==> config.mk <==
export PLATFORM = sky130hd
export DESIGN_NAME = puf_response_collector
export DESIGN_NICKNAME = d
export VERILOG_FILES = /design/src/rtl/puf_response_collector.sv
export SDC_FILE = /design/constraint.sdc
export NUM_CORES = 1
export LEC_CHECK = 0
export CAP_MARGIN = 20
export CORE_UTILIZATION = 56
export DETAILED_ROUTE_END_ITERATION = 7
export HOLD_SLACK_MARGIN = 0.05
export MAX_ROUTING_LAYER = met4
export PLACE_DENSITY = 0.84
export SKIP_CTS_REPAIR_TIMING = 1
export SYNTH_ARGS = -nofsm -noshare
export SYNTH_HDL_FRONTEND = slang
export SYNTH_SLANG_ARGS = --single-unit
==> constraint.sdc <==
create_clock -name clk -period 3.8 [get_ports clk]
set_input_delay 0.38 -clock clk [delete_from_list [all_inputs] [get_ports clk]]
set_output_delay 0.38 -clock clk [all_outputs]
set_load 0.02 [all_outputs]
==> src/rtl/puf_response_collector.sv <==
// Arbiter-PUF response collector: drives challenges and launch pulses to a delay
// line, majority-votes N_VOTES races per bit and assembles an 8-bit response word.
module puf_response_collector #(
  parameter int N_VOTES       = 5,
  parameter int SETTLE_CYCLES = 2
) (
  input  logic       clk,
  input  logic       rst,
  input  logic       istart,
  input  logic [7:0] iseed,
  output logic [7:0] ochallenge,
  output logic       opulse,
  input  logic       iresponse,
  output logic [7:0] oresp_word,
  output logic       ovalid,
  input  logic       iready,
  output logic       obusy,
  output logic       ounstable
);

  localparam logic [2:0] IDLE   = 3'd0;
  localparam logic [2:0] SETUP  = 3'd1;
  localparam logic [2:0] LAUNCH = 3'd2;
  localparam logic [2:0] VOTE   = 3'd3;
  localparam logic [2:0] DONE   = 3'd4;

  localparam logic [4:0] SETUP_LAST  = 5'(SETTLE_CYCLES - 1);
  localparam logic [4:0] LAUNCH_LAST = 5'(SETTLE_CYCLES + 1);
  localparam logic [3:0] VOTES       = 4'(N_VOTES);
  localparam logic [3:0] HALF_VOTES  = 4'(N_VOTES / 2);

  logic [2:0] state;
  logic [4:0] tmr;
  logic [3:0] vote_cnt;
  logic [3:0] ones;
  logic [2:0] bit_cnt;
  logic       sync_p0;
  logic       sync_p1;

  function automatic logic majority(input logic [3:0] n_ones);
    return n_ones > HALF_VOTES;
  endfunction

  function automatic logic split_vote(input logic [3:0] n_ones);
    return (n_ones != 4'd0) && (n_ones != VOTES);
  endfunction

  function automatic logic [7:0] next_challenge(input logic [7:0] c);
    return {c[6:0], c[7] ^ c[5] ^ c[4] ^ c[3]};
  endfunction

  // arbiter latch is asynchronous to clk: two-flop synchronizer
  always_ff @(posedge clk or posedge rst) begin
    if (rst) begin
      sync_p0 <= 1'b0;
      sync_p1 <= 1'b0;
    end else begin
      sync_p0 <= iresponse;
      sync_p1 <= sync_p0;
    end
  end

  always_ff @(posedge clk or posedge rst) begin
    if (rst) begin
      state      <= IDLE;
      tmr        <= 5'd0;
      vote_cnt   <= 4'd0;
      ones       <= 4'd0;
      bit_cnt    <= 3'd0;
      ochallenge <= 8'h00;
      oresp_word <= 8'h00;
      ounstable  <= 1'b0;
    end else begin
      case (state)
        IDLE: begin
          if (istart) begin
            state      <= SETUP;
            tmr        <= 5'd0;
            vote_cnt   <= 4'd0;
            ones       <= 4'd0;
            bit_cnt    <= 3'd0;
            oresp_word <= 8'h00;
            ounstable  <= 1'b0;
            ochallenge <= (iseed == 8'h00) ? 8'h01 : iseed;
          end
        end
        SETUP: begin
          if (tmr == SETUP_LAST) begin
            tmr   <= 5'd0;
            state <= LAUNCH;
          end else begin
            tmr <= tmr + 5'd1;
          end
        end
        LAUNCH: begin
          if (tmr == LAUNCH_LAST) begin
            tmr      <= 5'd0;
            ones     <= ones + {3'b000, sync_p1};
            vote_cnt <= vote_cnt + 4'd1;
            state    <= ((vote_cnt + 4'd1) < VOTES) ? SETUP : VOTE;
          end else begin
            tmr <= tmr + 5'd1;
          end
        end
        VOTE: begin
          oresp_word <= {oresp_word[6:0], majority(ones)};
          if (split_vote(ones)) ounstable <= 1'b1;
          ochallenge <= next_challenge(ochallenge);
          vote_cnt   <= 4'd0;
          ones       <= 4'd0;
          bit_cnt    <= bit_cnt + 3'd1;
          state      <= (bit_cnt == 3'd7) ? DONE : SETUP;
        end
        DONE: begin
          if (iready) state <= IDLE;
        end
        default: state <= IDLE;
      endcase
    end
  end

  // outputs decode straight from the state register so reset clears them at once
  assign opulse = (state == LAUNCH);
  assign ovalid = (state == DONE);
  assign obusy  = (state != IDLE);

endmodule

==> metrics.txt, run 1 <==
# TYPE chip_impl_metric gauge
chip_impl_metric{name="synth_enable_flop_cells",unit=""} 0
chip_impl_metric{name="initial_utilization",unit=""} 0.588
chip_impl_metric{name="grt_pass1_wl",unit="mm"} 6.53
chip_impl_metric{name="dpl_cell_area",unit="sq mm"} 0.00227
chip_impl_metric{name="placement.io_buffers",unit=""} 32
chip_impl_metric{name="clk_pin_slew_worst_paths",unit="ns"} 0.11
chip_impl_info{name="path_delay_family",value="buffers and inverters"} 1
chip_impl_metric{name="syn-cell-area",unit="sq mm"} 0.00196
chip_impl_metric{name="clock_skew",unit="ns"} 0.00762
chip_impl_metric{name="min_path_cells",unit=""} 0
chip_impl_metric{name="fin_setup_tns",unit="ns"} 0
chip_impl_metric{name="power_leakage",unit="nW"} 1.05
chip_impl_metric{name="cp_slowest_stage_delay",unit="ns"} 0.62
chip_impl_metric{name="routedWlPerCell",unit="um"} 14.9
chip_impl_metric{name="final.min_clock_period",unit="ns"} 2.62
chip_impl_metric{name="synth_cells",unit=""} 191
chip_impl_metric{name="postLayoutCellArea",unit="sq mm"} 0.00235
chip_impl_metric{name="p_sw_frac",unit=""} 0.420
chip_impl_metric{name="ios",unit=""} 33
chip_impl_metric{name="drive_above_1_share",unit=""} 0.0811
chip_impl_info{name="setup.worst_path.end_class",value="output pin"} 1
chip_impl_metric{name="worst-path-buf-inv",unit=""} 2
chip_impl_metric{name="yosys_warnings",unit=""} 0
chip_impl_metric{name="power.density",unit="mW/mm^2"} 716
chip_impl_metric{name="worst_ir_drop_vdd",unit="mV"} 0.374
chip_impl_metric{name="drcViolationCount",unit=""} 0
chip_impl_metric{name="dieHeight",unit="um"} 61.2
chip_impl_metric{name="report.final.setup_viol",unit=""} 0
chip_impl_metric{name="postRouteAntennaNets",unit=""} 0
chip_impl_metric{name="grt_usage",unit=""} 0.252
chip_impl_metric{name="synth_seq_cells",unit=""} 38
chip_impl_metric{name="worst_ep_required_time",unit="ns"} 3.42
chip_impl_metric{name="wl",unit="mm"} 3.98
chip_impl_info{name="timing.rr.end",value="ones[3]"} 1
chip_impl_metric{name="timing_hold_violations_final",unit=""} 0
chip_impl_metric{name="num_antenna_cells",unit=""} 0
chip_impl_metric{name="timing_max_transition_violations_final",unit=""} 0
chip_impl_metric{name="fp.dieW",unit="um"} 61.2
chip_impl_metric{name="areaGrowthSynthToFinish",unit="%"} 19.8
chip_impl_metric{name="cts-htree-levels",unit=""} 2
chip_impl_metric{name="synthDistinctLibCells",unit=""} 47
chip_impl_metric{name="fillers",unit=""} 250
chip_impl_metric{name="cp_max_fo",unit=""} 11
chip_impl_info{name="timing.rr.start",value="state[2]"} 1
chip_impl_metric{name="final_net_count",unit=""} 241
chip_impl_metric{name="timing.fmax",unit="MHz"} 381
chip_impl_metric{name="placementRows",unit=""} 21
chip_impl_metric{name="met2_wirelength",unit="mm"} 1.97
chip_impl_metric{name="clk-insertion-delay-late",unit="ns"} 0.35
chip_impl_info{name="synth_ff_type",value="sky130_fd_sc_hd__dfrtp_1"} 1
chip_impl_metric{name="critical_path_arrival",unit="ns"} 2.24
chip_impl_info{name="timing.hold.worst.class",value="reg2reg"} 1
chip_impl_info{name="worstSetupPathType",value="reg2out"} 1
chip_impl_info{name="maxUsedRoutingLayer",value="met4"} 1
chip_impl_metric{name="place.detailed.instances",unit=""} 260
chip_impl_info{name="critPathSlowestCell",value="sky130_fd_sc_hd__clkdlybuf4s50_1"} 1
chip_impl_metric{name="maxCapViolCount",unit=""} 0
chip_impl_metric{name="antenna_found_initial",unit=""} 0
chip_impl_metric{name="holdWs",unit="ns"} 0.358
chip_impl_metric{name="pwr-share-seq",unit=""} 0.376
chip_impl_metric{name="route.layer.met1.wl",unit="mm"} 1.84
chip_impl_metric{name="power.share.clock",unit=""} 0.153
chip_impl_metric{name="share_comb_of_total_power",unit=""} 0.471
chip_impl_info{name="hold_path_startpoint",value="sync_p0"} 1
chip_impl_info{name="unrepaired_setup_endpoints_after_global_routing",value="false"} 1
chip_impl_metric{name="cts_made_buffers",unit=""} 5
chip_impl_metric{name="dr_wl_met3",unit="um"} 143
chip_impl_metric{name="tightest_slew",unit="ns"} 0.770
chip_impl_metric{name="mappedNetlistNets",unit=""} 211
chip_impl_metric{name="clock_sinks",unit=""} 38
chip_impl_metric{name="detailedRoute.firstPassIterationCount",unit=""} 4
chip_impl_metric{name="global_route.overflow_total",unit=""} 0
chip_impl_metric{name="p_int",unit="uW"} 977
chip_impl_info{name="status",value="finished, final reports clean"} 1
chip_impl_metric{name="avgSynthCellArea",unit="sq um"} 10.3
chip_impl_metric{name="synth_sequential_area_ratio",unit=""} 0.485
chip_impl_metric{name="net-switching-power",unit="uW"} 707
chip_impl_metric{name="drt-initial-drc-count",unit=""} 52
chip_impl_metric{name="ys_async_sr_fraction",unit=""} 1.00
chip_impl_metric{name="fp.dieArea",unit="sq mm"} 0.00374
chip_impl_metric{name="grt_max_degree",unit=""} 39
chip_impl_info{name="crit_chain",value="or3b_1 -> inv_2 -> clkdlybuf4s50_1"} 1
chip_impl_metric{name="reg2reg_depth",unit=""} 4
chip_impl_info{name="crit_path_start_kind",value="flip-flop"} 1
chip_impl_metric{name="placer_s_final_routability_congestion_estimate",unit=""} 0.791
chip_impl_info{name="clk_root_buf",value="sky130_fd_sc_hd__clkbuf_4"} 1
chip_impl_metric{name="post_drt_via_cell_ratio",unit=""} 5.74
chip_impl_metric{name="num_vias",unit=""} 1539
chip_impl_metric{name="number_of_global_route_vias_before_repair",unit=""} 1467
chip_impl_info{name="hold_worst_path_end",value="sync_p1"} 1
chip_impl_metric{name="worst_slew_margin_rel",unit=""} 0.486
chip_impl_info{name="tritoncts",value="done"} 1
chip_impl_metric{name="design.core.area",unit="sq mm"} 0.00334
chip_impl_metric{name="reg2reg_setup_slack",unit="ns"} 1.65
chip_impl_metric{name="clk_path_buf_depth",unit=""} 2
chip_impl_metric{name="min_period_over_period",unit=""} 0.690
chip_impl_metric{name="place_hpwl",unit="mm"} 2.83
chip_impl_metric{name="non_filler_cells_in_the_finished_layout",unit=""} 268
## synthesized netlist by cell type, types with 2 or more instances
master / instances / area [sq um]
sky130_fd_sc_hd__nand3_1: 4 / 20.0
sky130_fd_sc_hd__xnor2_1: 4 / 35.0
sky130_fd_sc_hd__and2_1: 2 / 12.5
sky130_fd_sc_hd__a21oi_1: 9 / 45.0
sky130_fd_sc_hd__o21ai_1: 7 / 35.0
sky130_fd_sc_hd__buf_6: 4 / 45.0
sky130_fd_sc_hd__o22ai_1: 2 / 12.5
sky130_fd_sc_hd__inv_1: 6 / 22.5
sky130_fd_sc_hd__a22o_1: 12 / 105
sky130_fd_sc_hd__nand2_1: 30 / 113
sky130_fd_sc_hd__ha_1: 7 / 87.6
sky130_fd_sc_hd__buf_2: 4 / 20.0
sky130_fd_sc_hd__nor2_1: 5 / 18.8
sky130_fd_sc_hd__nor3_1: 3 / 15.0
sky130_fd_sc_hd__nor2b_1: 4 / 25.0
sky130_fd_sc_hd__o21ai_0: 11 / 55.1
sky130_fd_sc_hd__dfrtp_1: 38 / 951
sky130_fd_sc_hd__a31oi_1: 4 / 25.0
sky130_fd_sc_hd__mux2i_1: 3 / 30.0
sky130_fd_sc_hd__or3_1: 5 / 31.3
## sequential cells by signal, indices dropped and copies added (netlist names), 3 cells and up
| signal | cells |
|---|---|
| oresp_word | 8 |
| ones | 4 |
| vote_cnt | 4 |
| bit_cnt | 3 |
| tmr | 5 |
| ochallenge | 8 |
| state | 3 |
## kinds of logic (layout without fill, tap and decap cells)
logic type,count (synthesis),count (layout),synth area share
xor gates and xnor gates,5,5,0.0223
AOI/OAI and AO/OA,56,56,0.200
and+or+nand+nor,65,65,0.180
adders and majority gates,7,7,0.0446
muxes,3,3,0.0153
buffers and inverters,17,48,0.0523
DFF,38,38,0.485
## worst max path at each step
stage                   from       end  cells after the start
global placement    state[1]    opulse                      3
floorplan           state[2]  state[1]                      6
detailed placement  state[1]    opulse                      3
CTS                 state[1]    opulse                      3
finish              state[1]    opulse                      3
global route        state[1]    opulse                      3
## final cells by class
| class | count | area [sq um] | share of cell area |
|---|---|---|---|
| Clock buffer | 8 | 78.8 | 0.0335 |
| Multi-Input combinational cell | 136 | 908 | 0.387 |
| Timing Repair Buffer | 33 | 328 | 0.140 |
| Inverter | 7 | 26.3 | 0.0112 |
| Tap cell | 46 | 57.6 | 0.0245 |
| Sequential cell | 38 | 951 | 0.405 |
## power by group through the flow
| stage | logic, mW | registers, mW | clock network [mW] |
|---|---|---|---|
| floorplan | 0.569 | 0.654 | 0 |
| global placement | 0.769 | 0.628 | 0 |
| detailed placement | 0.792 | 0.639 | 0 |
| CTS | 0.795 | 0.631 | 0.264 |
| global route | 0.878 | 0.650 | 0.278 |
| finish | 0.792 | 0.634 | 0.257 |
## cells in the final DEF, fill, tap and decap left out, types with 3 or more instances in the layout
cell type,instances
sky130_fd_sc_hd__o21ai_0,11
sky130_fd_sc_hd__nand3_1,4
sky130_fd_sc_hd__nor2b_1,4
sky130_fd_sc_hd__o21ai_1,7
sky130_fd_sc_hd__nor2_1,5
sky130_fd_sc_hd__or3_1,5
sky130_fd_sc_hd__mux2i_1,3
sky130_fd_sc_hd__dfrtp_1,38
sky130_fd_sc_hd__nand2_1,30
sky130_fd_sc_hd__ha_1,7
sky130_fd_sc_hd__clkdlybuf4s50_1,32
sky130_fd_sc_hd__nor3_1,3
sky130_fd_sc_hd__inv_1,6
sky130_fd_sc_hd__a22o_1,12
sky130_fd_sc_hd__clkbuf_8,3
sky130_fd_sc_hd__xnor2_1,4
sky130_fd_sc_hd__a21oi_1,9
sky130_fd_sc_hd__clkbuf_4,5
sky130_fd_sc_hd__a31oi_1,4
## metrics by stage
step           power, mW  setup WS [ns]   util
6_report            1.68           1.18  0.704
5_1_grt             1.81           1.09  0.704
4_1_cts             1.69           1.16  0.704
3_5_place_dp        1.43           1.57  0.681
3_3_place_gp        1.40           1.61  0.681
2_1_floorplan       1.22           2.23      -
## layer usage
metal | GRT usage | up-vias
met5 | - | -
met1 | 0.310 | 763
met3 | 0.0630 | 4
li1 | - | 740
met4 | 0.0909 | 0
met2 | 0.402 | 32
Note: power is estimated with default switching activity, not from simulation.
==> run 2, diff against run 1 <==
Settings changed: CORE_UTILIZATION 56 to 47, PLACE_DENSITY 0.84 to 0.75.
Clock period 3.8 ns to 2.13 ns, I/O delays scaled along.
==> metrics.txt, run 2 (same netlist as run 1, synthesis figures left out) <==
# TYPE chip_impl_metric gauge
chip_impl_metric{name="drive_above_1_share",unit=""} 0.109
chip_impl_metric{name="report.final.setup_viol",unit=""} 0
chip_impl_metric{name="cp_max_fo",unit=""} 7
chip_impl_info{name="status",value="finished, final reports clean"} 1
chip_impl_info{name="busiest_layer",value="met2"} 1
chip_impl_metric{name="pwr-share-seq",unit=""} 0.339
chip_impl_metric{name="detailedRoute.firstPassIterationCount",unit=""} 4
chip_impl_metric{name="timing.fmax",unit="MHz"} 485
chip_impl_metric{name="initial_utilization",unit=""} 0.490
chip_impl_metric{name="placer_s_final_routability_congestion_estimate",unit=""} 0.871
chip_impl_metric{name="gr-usage-met2",unit=""} 0.290
chip_impl_metric{name="maxCapViolCount",unit=""} 0
chip_impl_metric{name="clock_sinks",unit=""} 38
chip_impl_metric{name="critical_path_arrival",unit="ns"} 1.85
chip_impl_metric{name="drt-initial-drc-count",unit=""} 131
chip_impl_metric{name="holdWs",unit="ns"} 0.331
chip_impl_metric{name="cts_made_buffers",unit=""} 5
chip_impl_metric{name="place_hpwl",unit="mm"} 2.76
chip_impl_info{name="most_frequent_standard_cell_in_the_layout_excluding_fill_and_tap_cells",value="sky130_fd_sc_hd__dfrtp_1"} 1
chip_impl_metric{name="p_sw_frac",unit=""} 0.400
chip_impl_info{name="worstSetupPathType",value="reg2out"} 1
chip_impl_metric{name="p_int",unit="mW"} 1.93
chip_impl_metric{name="min_period_over_period",unit=""} 0.967
chip_impl_info{name="clk_root_buf",value="sky130_fd_sc_hd__clkbuf_8"} 1
chip_impl_metric{name="routedWlPerCell",unit="um"} 13.8
chip_impl_metric{name="global_route.overflow_total",unit=""} 0
chip_impl_info{name="unrepaired_setup_endpoints_after_global_routing",value="false"} 1
chip_impl_metric{name="dpl_cell_area",unit="sq mm"} 0.00233
chip_impl_metric{name="grt_max_degree",unit=""} 39
chip_impl_metric{name="share_comb_of_total_power",unit=""} 0.470
chip_impl_metric{name="fin_setup_tns",unit="ns"} 0
chip_impl_metric{name="grt_use_met1",unit=""} 0.278
chip_impl_metric{name="post_drt_via_cell_ratio",unit=""} 5.38
chip_impl_info{name="tritoncts",value="done"} 1
chip_impl_metric{name="placement.io_buffers",unit=""} 32
chip_impl_metric{name="power.density",unit="mW/mm^2"} 1320
chip_impl_metric{name="power.share.clock",unit=""} 0.191
chip_impl_metric{name="net-switching-power",unit="mW"} 1.28
chip_impl_metric{name="num_antenna_cells",unit=""} 0
chip_impl_metric{name="antenna_found_initial",unit=""} 0
chip_impl_metric{name="wl",unit="mm"} 3.86
chip_impl_metric{name="placementRows",unit=""} 23
chip_impl_metric{name="final.min_clock_period",unit="ns"} 2.06
chip_impl_metric{name="postLayoutCellArea",unit="sq mm"} 0.00244
chip_impl_info{name="mostFrequentLayoutCells",value="38 x sky130_fd_sc_hd__dfrtp_1, 32 x sky130_fd_sc_hd__clkdlybuf4s50_1, 30 x sky130_fd_sc_hd__nand2_1, 12 x sky130_fd_sc_hd__a22o_1, 11 x sky130_fd_sc_hd__o21ai_0"} 1
chip_impl_metric{name="fp.dieArea",unit="sq mm"} 0.00444
chip_impl_metric{name="timing_hold_violations_final",unit=""} 0
chip_impl_info{name="setup.worst_path.end_class",value="output pin"} 1
chip_impl_info{name="reg.largest.list",value="ochallenge: 8 flops, oresp_word: 8 flops, tmr: 5 flops"} 1
chip_impl_metric{name="worst_ir_drop_vdd",unit="mV"} 0.641
chip_impl_metric{name="power_leakage",unit="nW"} 1.09
chip_impl_metric{name="clk_pin_slew_worst_paths",unit="ns"} 0.07
chip_impl_metric{name="clk-insertion-delay-late",unit="ns"} 0.29
chip_impl_metric{name="fp.dieW",unit="um"} 66.6
chip_impl_info{name="timing.hold.worst.class",value="in2async"} 1
chip_impl_metric{name="grt_pass1_wl",unit="mm"} 6.48
chip_impl_metric{name="dieHeight",unit="um"} 66.6
chip_impl_metric{name="grt_usage",unit=""} 0.203
chip_impl_info{name="crit_path_start_kind",value="flip-flop"} 1
chip_impl_metric{name="postRouteAntennaNets",unit=""} 0
chip_impl_metric{name="worst_slew_margin_rel",unit=""} 0.672
chip_impl_metric{name="use_met3",unit=""} 0.0325
chip_impl_metric{name="number_of_global_route_vias_before_repair",unit=""} 1408
chip_impl_metric{name="utilization",unit=""} 0.611
chip_impl_metric{name="areaGrowthSynthToFinish",unit="%"} 24.5
chip_impl_metric{name="num_vias",unit=""} 1502
chip_impl_metric{name="tightest_slew",unit="ns"} 0.488
chip_impl_metric{name="clk_path_buf_depth",unit=""} 2
chip_impl_metric{name="cts-htree-levels",unit=""} 2
chip_impl_metric{name="clock_skew",unit="ns"} 0.00390
chip_impl_metric{name="final_net_count",unit=""} 248
chip_impl_metric{name="drcViolationCount",unit=""} 0
chip_impl_metric{name="ios",unit=""} 33
chip_impl_metric{name="design.core.area",unit="sq mm"} 0.00400
chip_impl_metric{name="worst_ep_required_time",unit="ns"} 1.92
chip_impl_metric{name="timing_max_transition_violations_final",unit=""} 0
chip_impl_metric{name="finalPower",unit="mW"} 3.21
-- run 2: routing by layer --
metal | wire, um | up-vias
met3 | 71 | 7
met1 | 1890 | 725
met2 | 1820 | 17
met5 | 0 | -
met4 | 79 | 0
li1 | - | 753
-- run 2: per-stage QoR --
step | std cells | setup slack [ns]
floorplan | 191 | 0.555
global placement | 271 | 0.272
detailed placement | 271 | 0.229
CTS | 279 | 0.0661
global route | 279 | 0.0122
finish | 279 | 0.0701
-- run 2: area by class of cell --
type                       count  area (sq um)
fill                         337          1560
tap                           50          62.6
clock buffer                   5          68.8
timing repair buffer          40           380
clock inverter                 3          45.0
sequential                    38           951
multi-input combinational    136           908
inverter                       7          26.3
-- run 2: worst max-delay path: stages (launching register included) --
cell and delay (ns):
sky130_fd_sc_hd__dfrtp_1 0.41, sky130_fd_sc_hd__or3b_1 0.40, sky130_fd_sc_hd__inv_2 0.13, sky130_fd_sc_hd__clkdlybuf4s50_1 0.61
-- run 2: path summary, 6_finish.rpt --
kind / to / cells after the start / slack [ns] / from
max in group asynchronous: ones[2] / 3 / 1.46 / rst
hold reg to reg: sync_p1 / 0 / 0.36 / sync_p0
setup / recovery: opulse / 3 / 0.07 / state[2]
min in group clk: sync_p0 / 1 / 0.35 / iresponse
hold / removal: ochallenge[6] / 3 / 0.33 / rst
setup reg to reg: ones[3] / 6 / 0.29 / tmr[0]
-- run 2: power by group through the flow --
| stage | sequential (mW) | combinational, mW | clock [mW] |
|---|---|---|---|
| global placement | 1.09 | 1.49 | 0 |
| floorplan | 1.17 | 1.01 | 0 |
| global route | 1.12 | 1.68 | 0.650 |
| detailed placement | 1.10 | 1.51 | 0 |
| finish | 1.09 | 1.51 | 0.613 |
| CTS | 1.09 | 1.52 | 0.629 |
